File: src/rtl/maxpool2x2_stream.sv
// Streaming 2x2 stride-2 max-pool with optional ReLU over a raster-order pixel stream.
// One line of horizontal pair maxima is kept; each window's result goes out through a valid/ready register.
module maxpool2x2_stream #(
  parameter int DATA_WIDTH = 8,
  parameter int IMG_W      = 24,
  parameter int IMG_H      = 24,
  parameter bit RELU_EN    = 1'b1
) (
  input  logic                  clk,
  input  logic                  rst_n,
  input  logic                  clr,
  input  logic                  in_valid,
  output logic                  in_ready,
  input  logic [DATA_WIDTH-1:0] in_data,
  output logic                  out_valid,
  input  logic                  out_ready,
  output logic [DATA_WIDTH-1:0] out_data,
  output logic                  out_last
);

  localparam int COL_W = $clog2(IMG_W);
  localparam int ROW_W = $clog2(IMG_H);
  localparam int LB_N  = IMG_W / 2;
  localparam int LB_AW = (LB_N > 1) ? $clog2(LB_N) : 1;

  logic [COL_W-1:0]             col_q, col_d;
  logic [ROW_W-1:0]             row_q, row_d;
  logic signed [DATA_WIDTH-1:0] hold_q, hold_d;
  logic                         out_valid_q, out_valid_d;
  logic signed [DATA_WIDTH-1:0] out_data_q, out_data_d;
  logic                         out_last_q, out_last_d;
  logic signed [DATA_WIDTH-1:0] linebuf_q [LB_N];

  logic                         accept, col_end, row_end, lb_we;
  logic [LB_AW-1:0]             lb_idx;
  logic signed [DATA_WIDTH-1:0] px, lb_rd, pair_max, win_max, pool_res;

  assign in_ready = ~clr & (~out_valid_q | out_ready);
  assign accept   = in_valid & in_ready;
  assign col_end  = (col_q == COL_W'(IMG_W - 1));
  assign row_end  = (row_q == ROW_W'(IMG_H - 1));
  assign lb_idx   = LB_AW'(col_q >> 1);
  assign px       = $signed(in_data);

  always_comb begin
    lb_rd    = linebuf_q[lb_idx];
    pair_max = (px > hold_q) ? px : hold_q;
    win_max  = (lb_rd > pair_max) ? lb_rd : pair_max;
    pool_res = (RELU_EN && win_max[DATA_WIDTH-1]) ? '0 : win_max;
  end

  always_comb begin
    col_d       = col_q;
    row_d       = row_q;
    hold_d      = hold_q;
    lb_we       = 1'b0;
    out_data_d  = out_data_q;
    out_last_d  = out_last_q;
    // A completed beat frees the register; a same-edge load below overrides this.
    out_valid_d = out_valid_q & ~out_ready;
    if (clr) begin
      col_d       = '0;
      row_d       = '0;
      out_valid_d = 1'b0;
      out_last_d  = 1'b0;
      out_data_d  = '0;
    end else if (accept) begin
      if (col_end) begin
        col_d = '0;
        row_d = row_end ? '0 : row_q + 1'b1;
      end else begin
        col_d = col_q + 1'b1;
      end
      if (!col_q[0]) begin
        hold_d = px;
      end else if (!row_q[0]) begin
        lb_we = 1'b1;
      end else begin
        out_data_d  = pool_res;
        out_valid_d = 1'b1;
        out_last_d  = row_end & col_end;
      end
    end
  end

  always_ff @(posedge clk or negedge rst_n) begin
    if (!rst_n) begin
      col_q       <= '0;
      row_q       <= '0;
      hold_q      <= '0;
      out_valid_q <= 1'b0;
      out_data_q  <= '0;
      out_last_q  <= 1'b0;
    end else begin
      col_q       <= col_d;
      row_q       <= row_d;
      hold_q      <= hold_d;
      out_valid_q <= out_valid_d;
      out_data_q  <= out_data_d;
      out_last_q  <= out_last_d;
    end
  end

  // Every entry is written on an even row before the odd row reads it, so no reset is needed.
  always_ff @(posedge clk) begin
    if (lb_we) linebuf_q[lb_idx] <= pair_max;
  end

  assign out_valid = out_valid_q;
  assign out_data  = out_data_q;
  assign out_last  = out_last_q;

endmodule
File: config.mk
export PLATFORM = sky130hd
export DESIGN_NAME = maxpool2x2_stream
export DESIGN_NICKNAME = d
export VERILOG_FILES = /design/src/rtl/maxpool2x2_stream.sv
export SDC_FILE = /design/constraint.sdc
export NUM_CORES = 1
export LEC_CHECK = 0
export BUFFER_PORTS_ARGS = -buffer_cell sky130_fd_sc_hd__buf_2
export CORE_ASPECT_RATIO = 1.4
export CORE_UTILIZATION = 40
export CTS_CLUSTER_DIAMETER = 60
export DETAILED_ROUTE_END_ITERATION = 6
export PLACE_DENSITY_LB_ADDON = 0.08
export SYNTH_ARGS = -nofsm -noshare
export SYNTH_HDL_FRONTEND = slang
export SYNTH_SLANG_ARGS = --single-unit
File: constraint.sdc
create_clock -name clk -period 4.3 [get_ports clk]
set_input_delay 0.43 -clock clk [delete_from_list [all_inputs] [get_ports clk]]
set_output_delay 0.43 -clock clk [all_outputs]
set_load 0.05 [all_outputs]
==> flow_summary_export.csv, run 1 <==
group,metric,value,unit
timing,maxSlewViolCount,0,
place,place_hpwl,8.51,mm
timing,setup_ws,0.562,ns
route,drc,0,
timing,finalHoldWorstSlack,0.0224,ns
critical_path,cp_top_family,"compound AO/OA/AOI/OAI gates",
floorplan,dieArea,14200,um^2
critical_path,path_cells,"mux4_2 > mux2i_1 > o21ai_0 > ha_1 > nand3b_1 > a221oi_1 > o21ai_1 > a211o_1 > o221ai_1",
finish,final_cell_mix,"edfxtp_1 (96), nand2_1 (27), dfrtp_1 (26), mux4_2 (24), nor2_1 (23)",
timing,tightest_slew,0.988,ns
finish,diodes,0,
cts,cts_buffers,17,
yosys,yosysWarnings,0,
critical_path,setup.worst_path.start_class,"register",
critical_path,cpPeakStageDelay,0.81,ns
yosys,synth.distinct_cells,49,
grt,grt_pass1_vias,3434,
critical_path,critical_path_required,4.62,ns
yosys,postSynthAreaPerCell,15.0,um^2
run_status,status,"completed",
yosys,synth_cells,366,
finish,final_core_util,48.4,%
timing,setup_tns,0,ns
cts,numClockSinks,123,
cts,ctsHoldBuffers,0,
route,final_antenna_net_count,0,
finish,drive_gt1_share,22.7,%
cts,cts_tree,"built",
grt,grt.overflow.total,0,
timing,maxSlewHeadroom,33.9,%
route,drt_first_pass_iters,4,
cts,cts_resized,0,
floorplan,fp.dieW,101,um
route,wirelength,12.2,mm
flow_run,maxCapViolCount,0,
route,first_iter_violations,203,
cts,cts_root_buffer,"clkbuf_16",
pwr,leakagePower,2.35,nW
timing,post-route-period-util,86.9,%
timing,hold_viol,0,
yosys,synth_seq_cells,123,
critical_path,worstSetupPathType,"register to register",
yosys,netlist_area,5490,um^2
min_path,hold_path_class,"input port to async pin",
floorplan,io_pins,24,
yosys,synth_ff_type,"edfxtp_1",
cts,htree_levels,4,
place,dp_cells,569,
grt,grt_pass1_wl,19.1,mm
critical_path,crit_fanout,19,
timing,finClkSkew,0.00912,ns
yosys,synth-edff-count,96,
floorplan,core_area,13400,um^2
critical_path,slowest_stage,"dfrtp_2",
place,gp_congestion,0.836,
pwr,irDropWorstVdd,0.000247,V
timing,finalSetupViolCount,0,
grt,grt_max_degree,28,
place,io_buffer_count,22,
timing,final.min_clock_period,3.74,ns
place,post-place-ws,0.457,ns
critical_path,critPathArrivalTime,4.05,ns
cts,post-cts-setup-buffers,0,
finish,area_delta_synth_final,18.2,%
place,dpl_cell_area,5860,um^2
timing,fmax,0.268,GHz
pwr,cellPowerDensity,519,nW/um^2
finish,layout.cells.most_common,"edfxtp_1",
floorplan,rows,50,
yosys,ys_async_sr_fraction,22.0,%
floorplan,start_util,41.0,%
critical_path,crit_path_end_kind,"register",
yosys,synth-seq-area-share,64.8,%
timing,rsz0062_at_grt,"no",
cts,clkTransAtPathRegs,0.06,ns
pwr,finalPower,3.37,mW
finish,stdcell_count,600,
yosys,syn-num-nets,395,
floorplan,die_y,141,um
critical_path,critPathBufInv,0,
cts,clock_latency,0.41,ns
finish,nets,435,
grt,grt_use_total,18.9,%
cts,cts.path.max_buffers,2,
finish,final_area,6490,um^2
route,via_per_inst,5.35,
route,routedWlPerCell,20.3,um
route,routed-via-count,3210,
grt,antenna_found_initial,0,
==> worst register-to-register path, delay by kind of cell (launching register included) <==
family          cells  cell delay (ns)
simple gates        1             0.10
compound gates      5             1.33
fa+ha+maj           1             0.41
mux                 2             1.00
flops               1             0.81
==> final timing paths <==
| kind | startpoint | slack [ns] | endpoint | cells after the start |
|---|---|---|---|---|
| setup reg to reg | col_q[1] | 0.56 | out_data[3] | 9 |
| hold / removal | rst_n | 0.02 | hold_q[5] | 1 |
| min in group clk | in_data[5] | 0.27 | hold_q[5] | 3 |
| hold reg to reg | out_data[4] | 0.50 | out_data[4] | 2 |
| setup / recovery | col_q[1] | 0.56 | out_data[3] | 9 |
| max in group asynchronous | rst_n | 3.83 | col_q[1] | 1 |
==> synth_stat cells (all sizes together) (3+ instances only) <==
| master | count | area [um^2] |
|---|---|---|
| nand3 | 9 | 45.0 |
| nand2 | 27 | 101 |
| nor3 | 4 | 20.0 |
| dfrtp | 27 | 676 |
| nand2b | 6 | 37.5 |
| o21ai | 21 | 105 |
| edfxtp | 96 | 2880 |
| ha | 16 | 200 |
| buf | 6 | 42.5 |
| nor2b | 5 | 31.3 |
| mux2i | 14 | 153 |
| inv | 20 | 75.1 |
| a32oi | 3 | 26.3 |
| mux4 | 24 | 541 |
| o221ai | 4 | 35.0 |
| clkbuf | 9 | 33.8 |
| nor2 | 23 | 86.3 |
| o21a | 3 | 22.5 |
| nand3b | 4 | 30.0 |
| and3 | 3 | 18.8 |
| and2 | 3 | 18.8 |
| nand4b | 3 | 26.3 |
| a21oi | 9 | 45.0 |
==> area by class of cell <==
| cell class | instances | area [um^2] |
|---|---|---|
| Clock buffer | 19 | 433 |
| Multi-Input combinational cell | 208 | 1780 |
| Sequential cell | 123 | 3560 |
| Fill cell | 1208 | 6900 |
| Clock inverter | 12 | 196 |
| Tap cell | 182 | 228 |
| Inverter | 20 | 75.1 |
| Timing Repair Buffer | 36 | 215 |
==> kinds of logic after synthesis <==
kind of cell | share of synthesized area [%]
flops | 64.8
fa+ha+maj | 3.83
simple gates | 8.53
other cells | 0.0683
xor+xnor | 0.479
mux | 13.0
compound gates | 6.47
buf+inv | 2.76
==> state kept, by name, indices dropped and copies added, names as in the netlist <==
register	flops
out_last	1
col_q	5
hold_q	8
row_q	5
linebuf_q	96
out_valid	1
out_data	7
==> power breakdown <==
group	switching (mW)	internal, mW
clock	0.503	1.02
combinational	0.272	0.165
sequential	0.0253	1.38
==> metal layers <==
layer,share of wire [%],GRT usage (%)
met1,39,20.8
met2,56,34.5
met3,3.0,3.67
met4,2.6,9.08
met5,0,0
No activity file was read; power rests on OpenSTA's default activity.
==> run 2, diff against run 1 <==
- REMOVE_ABC_BUFFERS: not set -> 1
==> flow_summary_export.csv, run 2 (synthesis gave the netlist of run 1 again) <==
group,metric,value,unit
run_status,status,"completed",
timing,finalSetupViolCount,0,
route,drt_first_pass_iters,4,
cts,clkTransAtPathRegs,0.06,ns
finish,final_area,6440,um^2
cts,htree_levels,4,
critical_path,critPathArrivalTime,4.12,ns
floorplan,core_area,13400,um^2
timing,tightest_slew,1.02,ns
floorplan,fp.dieW,101,um
finish,diodes,0,
critical_path,ff2ff_path_depth,16,
cts,cts_resized,0,
pwr,irDropWorstVdd,0.000225,V
timing,hold_viol,0,
finish,area_delta_synth_final,17.3,%
route,first_iter_violations,192,
grt,grt_use_total,18.7,%
finish,final_cell_mix,"edfxtp_1 (96), nand2_1 (27), dfrtp_1 (26), mux4_2 (24), nor2_1 (23)",
finish,layout.cells.most_common,"edfxtp_1",
place,place_hpwl,8.31,mm
timing,setup_tns,0,ns
critical_path,crit_path_end_kind,"register",
route,wirelength,12.1,mm
floorplan,start_util,41.0,%
grt,grt_max_degree,28,
floorplan,io_pins,24,
pwr,leakagePower,2.31,nW
critical_path,setup.worst_path.start_class,"register",
cts,numClockSinks,123,
grt,antenna_found_initial,0,
timing,finClkSkew,0.00802,ns
place,gp_congestion,0.766,
route,via_per_inst,5.27,
cts,cts_buffers,17,
pwr,cellPowerDensity,490,nW/um^2
cts,post-cts-setup-buffers,0,
critical_path,crit_fanout,14,
place,io_buffer_count,22,
critical_path,slowest_stage,"mux2_2",
critical_path,path_cells,"inv_1 > ha_1 > and4_1 > a2bb2oi_2 > a21oi_1 > nand3b_1 > buf_4 > mux2_2 > inv_1 > ha_1 > nor2_1 > nand3b_1 > a221oi_1 > o21ai_1 > a211o_1 > o221ai_1",
cts,cts_tree,"built",
floorplan,die_y,141,um
route,routed-via-count,3179,
timing,fmax,0.262,GHz
critical_path,cpPeakStageDelay,0.40,ns
min_path,hold_path_class,"input port to async pin",
timing,final.min_clock_period,3.82,ns
critical_path,worstSetupPathType,"register to register",
route,routedWlPerCell,20.0,um
grt,grt_pass1_wl,18.8,mm
timing,maxSlewHeadroom,31.8,%
place,dpl_cell_area,5880,um^2
cts,ctsHoldBuffers,0,
finish,drive_gt1_share,23.5,%
timing,post-route-period-util,88.8,%
floorplan,dieArea,14200,um^2
finish,largest_reg_flops,96,
cts,cts.path.max_buffers,2,
cts,clock_latency,0.41,ns
finish,nets,437,
grt,grt_pass1_vias,3336,
grt,grt.overflow.total,0,
route,final_antenna_net_count,0,
flow_run,maxCapViolCount,0,
finish,regMostFlops,"linebuf_q",
timing,maxSlewViolCount,0,
cts,cts_root_buffer,"clkbuf_16",
timing,rsz0062_at_grt,"no",
critical_path,critical_path_required,4.60,ns
route,drc,0,
floorplan,rows,50,
[run 2: critical path: cells and delay by family (launching register included)]
kind                     cells  cell delay, ns
AO/OA/AOI/OAI                6            1.28
adder cells (fa/ha/maj)      2            0.54
buffers and inverters        3            0.37
flip-flops                   1            0.34
multiplexers                 1            0.40
AND/OR/NAND/NOR              4            0.76
[run 2: power breakdown]
| part | switching, mW | internal, mW | leakage, nW |
|---|---|---|---|
| Clock | 0.529 | 0.796 | 0.250 |
| Combinational | 0.261 | 0.165 | 0.831 |
| Sequential | 0.0229 | 1.38 | 1.23 |
[run 2: area by class of cell]
cell class,count,area [um^2]
clock inverter,13,119
tap,182,228
clock buffer,19,433
sequential,123,3560
multi-input combinational,208,1780
timing repair buffer,38,243
inverter,20,75.1
fill,1178,6950
[run 2: metal layers]
metal	vias up	wire length [um]	track usage, %
met5	-	0	0
met4	0	211	7.48
met3	16	439	4.16
met2	61	6600	33.1
met1	1610	4840	21.6
li1	1492	-	-
[run 2: stage by stage]
stage	total power [mW]	instances	utilization [%]	hold slack, ns	setup slack, ns
after floorplan	1.70	351	-	0.134	0.605
after global placement	1.85	571	44.0	0.470	0.421
after detailed placement	1.86	571	44.0	0.476	0.342
after CTS	3.20	603	48.1	0.0612	0.502
after global routing	3.30	603	48.1	0.0765	0.138
final	3.16	603	48.1	0.0341	0.480
[run 2: worst paths after layout]
kind                                   from          end  slack (ns)
worst max register to register    hold_q[7]  out_data[4]        0.48
max in group asynchronous             rst_n     col_q[1]        3.81
worst max-delay path              hold_q[7]  out_data[4]        0.48
worst min-delay path                  rst_n    hold_q[2]        0.03
worst min register to register  out_data[3]  out_data[3]        0.49
min in group clk                 in_data[7]    hold_q[7]        0.27
==> run 3, diff against run 2 <==
- CORE_UTILIZATION: 40 -> 55
- HOLD_SLACK_MARGIN: not set -> 0.05
==> flow_summary_export.csv, run 3 (synthesis gave the netlist of run 1 again) <==
group,metric,value,unit
flow_run,maxCapViolCount,0,
route,met1_length,4.45,mm
pwr,leakagePower,2.30,nW
cts,cts_root_buffer,"clkbuf_16",
route,drc,0,
floorplan,dieArea,10400,um^2
route,routed-via-count,3200,
grt,grt_pass1_wl,17.4,mm
timing,tightest_slew,0.945,ns
timing,final.min_clock_period,3.82,ns
cts,clkTransAtPathRegs,0.06,ns
floorplan,core_area,9560,um^2
place,place_hpwl,7.55,mm
route,first_iter_violations,209,
timing,rsz0062_at_grt,"no",
cts,cts_buffers,17,
pwr,p_clk_share,40.2,%
grt,grt_use_total,23.6,%
timing,finClkSkew,0.00640,ns
route,wl_met2,5.72,mm
route,top_layer,"met4",
timing,fmax,0.261,GHz
place,io_buffer_count,22,
finish,final_cell_mix,"edfxtp_1 (96), nand2_1 (27), dfrtp_1 (26), mux4_2 (24), nor2_1 (23)",
finish,drive_gt1_share,23.4,%
timing,hold_viol,0,
timing,post-route-period-util,88.9,%
finish,regMostFlops,"linebuf_q",
grt,grt.overflow.total,0,
finish,multi_input_area,1790,um^2
floorplan,rows,42,
timing,maxSlewViolCount,0,
cts,numClockSinks,123,
finish,diodes,0,
pwr,seqPwrFrac,46.4,%
pwr,switching_share,25.2,%
pwr,internal_power,2.27,mW
finish,stdcell_count,550,
finish,final_core_util,66.0,%
finish,layout.cells.most_common,"edfxtp_1",
place,gp_congestion,0.864,
cts,cts_resized,0,
grt,grt_max_degree,28,
cts,post-cts-setup-buffers,0,
route,routedWlPerCell,20.0,um
finish,area_delta_synth_final,15.0,%
route,wl_met3,497,um
finish,nFillCells,721,
timing,finalSetupViolCount,0,
grt,grt_pass1_vias,3416,
finish,largest_reg_flops,96,
pwr,cellPowerDensity,481,nW/um^2
route,final_antenna_net_count,0,
floorplan,fp.dieW,86.4,um
min_path,hold_path_class,"input port to async pin",
cts,clock_latency,0.41,ns
critical_path,setup.worst_path.start_class,"register",
finish,register_area,3560,um^2
grt,antenna_found_initial,0,
cts,cts_tree,"built",
run_status,status,"completed",
cts,cts.path.max_buffers,2,
critical_path,crit_path_end_kind,"register",
critical_path,crit_fanout,14,
floorplan,start_util,57.4,%
timing,finalHoldWorstSlack,0.0293,ns
critical_path,critPathArrivalTime,4.14,ns
critical_path,worstSetupPathType,"register to register",
route,via_per_inst,5.82,
route,wirelength,11.0,mm
pwr,irDropWorstVdd,0.000294,V
timing,setup_tns,0,ns
pwr,switchingPower,0.764,mW
pwr,combPwrFrac,13.5,%
floorplan,die_y,120,um
floorplan,io_pins,24,
timing,maxSlewHeadroom,36.7,%
cts,ctsHoldBuffers,0,
cts,htree_levels,4,
place,dp_cells,518,
route,drt_first_pass_iters,4,
finish,nets,434,
critical_path,critical_path_required,4.62,ns
run 3: changes by cell type in the layout (fill, tap and decap cells not counted):
cell,delta
buf_12,-1
clkinv_2,+4
nor3_1,-3
inv_6,-2
bufinv_16,-1
buf_4,-2
clkinvlp_4,-2
clkbuf_1,+1
nor3_2,+3
run 3: final cells by class:
| type | count | share of cell area (%) |
|---|---|---|
| Tap cell | 132 | 2.62 |
| Sequential cell | 123 | 56.4 |
| Inverter | 20 | 1.19 |
| Multi-Input combinational cell | 208 | 28.4 |
| Timing Repair Buffer | 35 | 3.29 |
| Clock inverter | 12 | 1.21 |
| Clock buffer | 20 | 6.91 |
run 3: per-stage QoR:
stage	setup slack, ns	cell area [um^2]	total power, mW
after floorplan	0.605	5410	1.70
after global placement	0.472	5800	1.83
after detailed placement	0.345	5800	1.84
after CTS	0.477	6310	3.06
after global routing	0.229	6310	3.15
final	0.475	6310	3.04
run 3: worst max-delay path: stages, from the launching register on:
cell and delay, ns:
dfrtp_1 0.38, inv_1 0.09, ha_1 0.25, a211oi_2 0.26, a2bb2oi_2 0.18, a21oi_1 0.07
nand3b_1 0.36, mux2_2 0.51, inv_1 0.08, ha_1 0.22, nor2_1 0.16, nand3b_1 0.11
a221oi_1 0.26, o21ai_1 0.21, a211o_1 0.40, o221ai_1 0.19
run 3: path summary, 6_finish.rpt:
kind                                   from  slack (ns)  cells after the start           to
worst max-delay path              hold_q[5]        0.48                     15  out_data[2]
worst min-delay path                  rst_n        0.03                      1    hold_q[7]
worst max register to register    hold_q[5]        0.48                     15  out_data[2]
worst min register to register  out_data[1]        0.49                      2  out_data[1]
max in group asynchronous             rst_n        3.82                      1     col_q[1]
min in group clk                 in_data[1]        0.27                      3    hold_q[1]
run 3: power groups by stage:
stage | logic [mW] | clock network (mW) | registers, mW
2_1_floorplan | 0.275 | 0 | 1.43
3_3_place_gp | 0.394 | 0 | 1.43
3_5_place_dp | 0.409 | 0 | 1.43
4_1_cts | 0.411 | 1.24 | 1.41
5_1_grt | 0.454 | 1.29 | 1.41
6_report | 0.409 | 1.22 | 1.41
run 3: metal layers:
layer	vias to the layer above	track usage, %
met5	-	0
met4	0	11.5
met3	30	6.89
met1	1591	27.0
li1	1486	-
met2	93	40.2
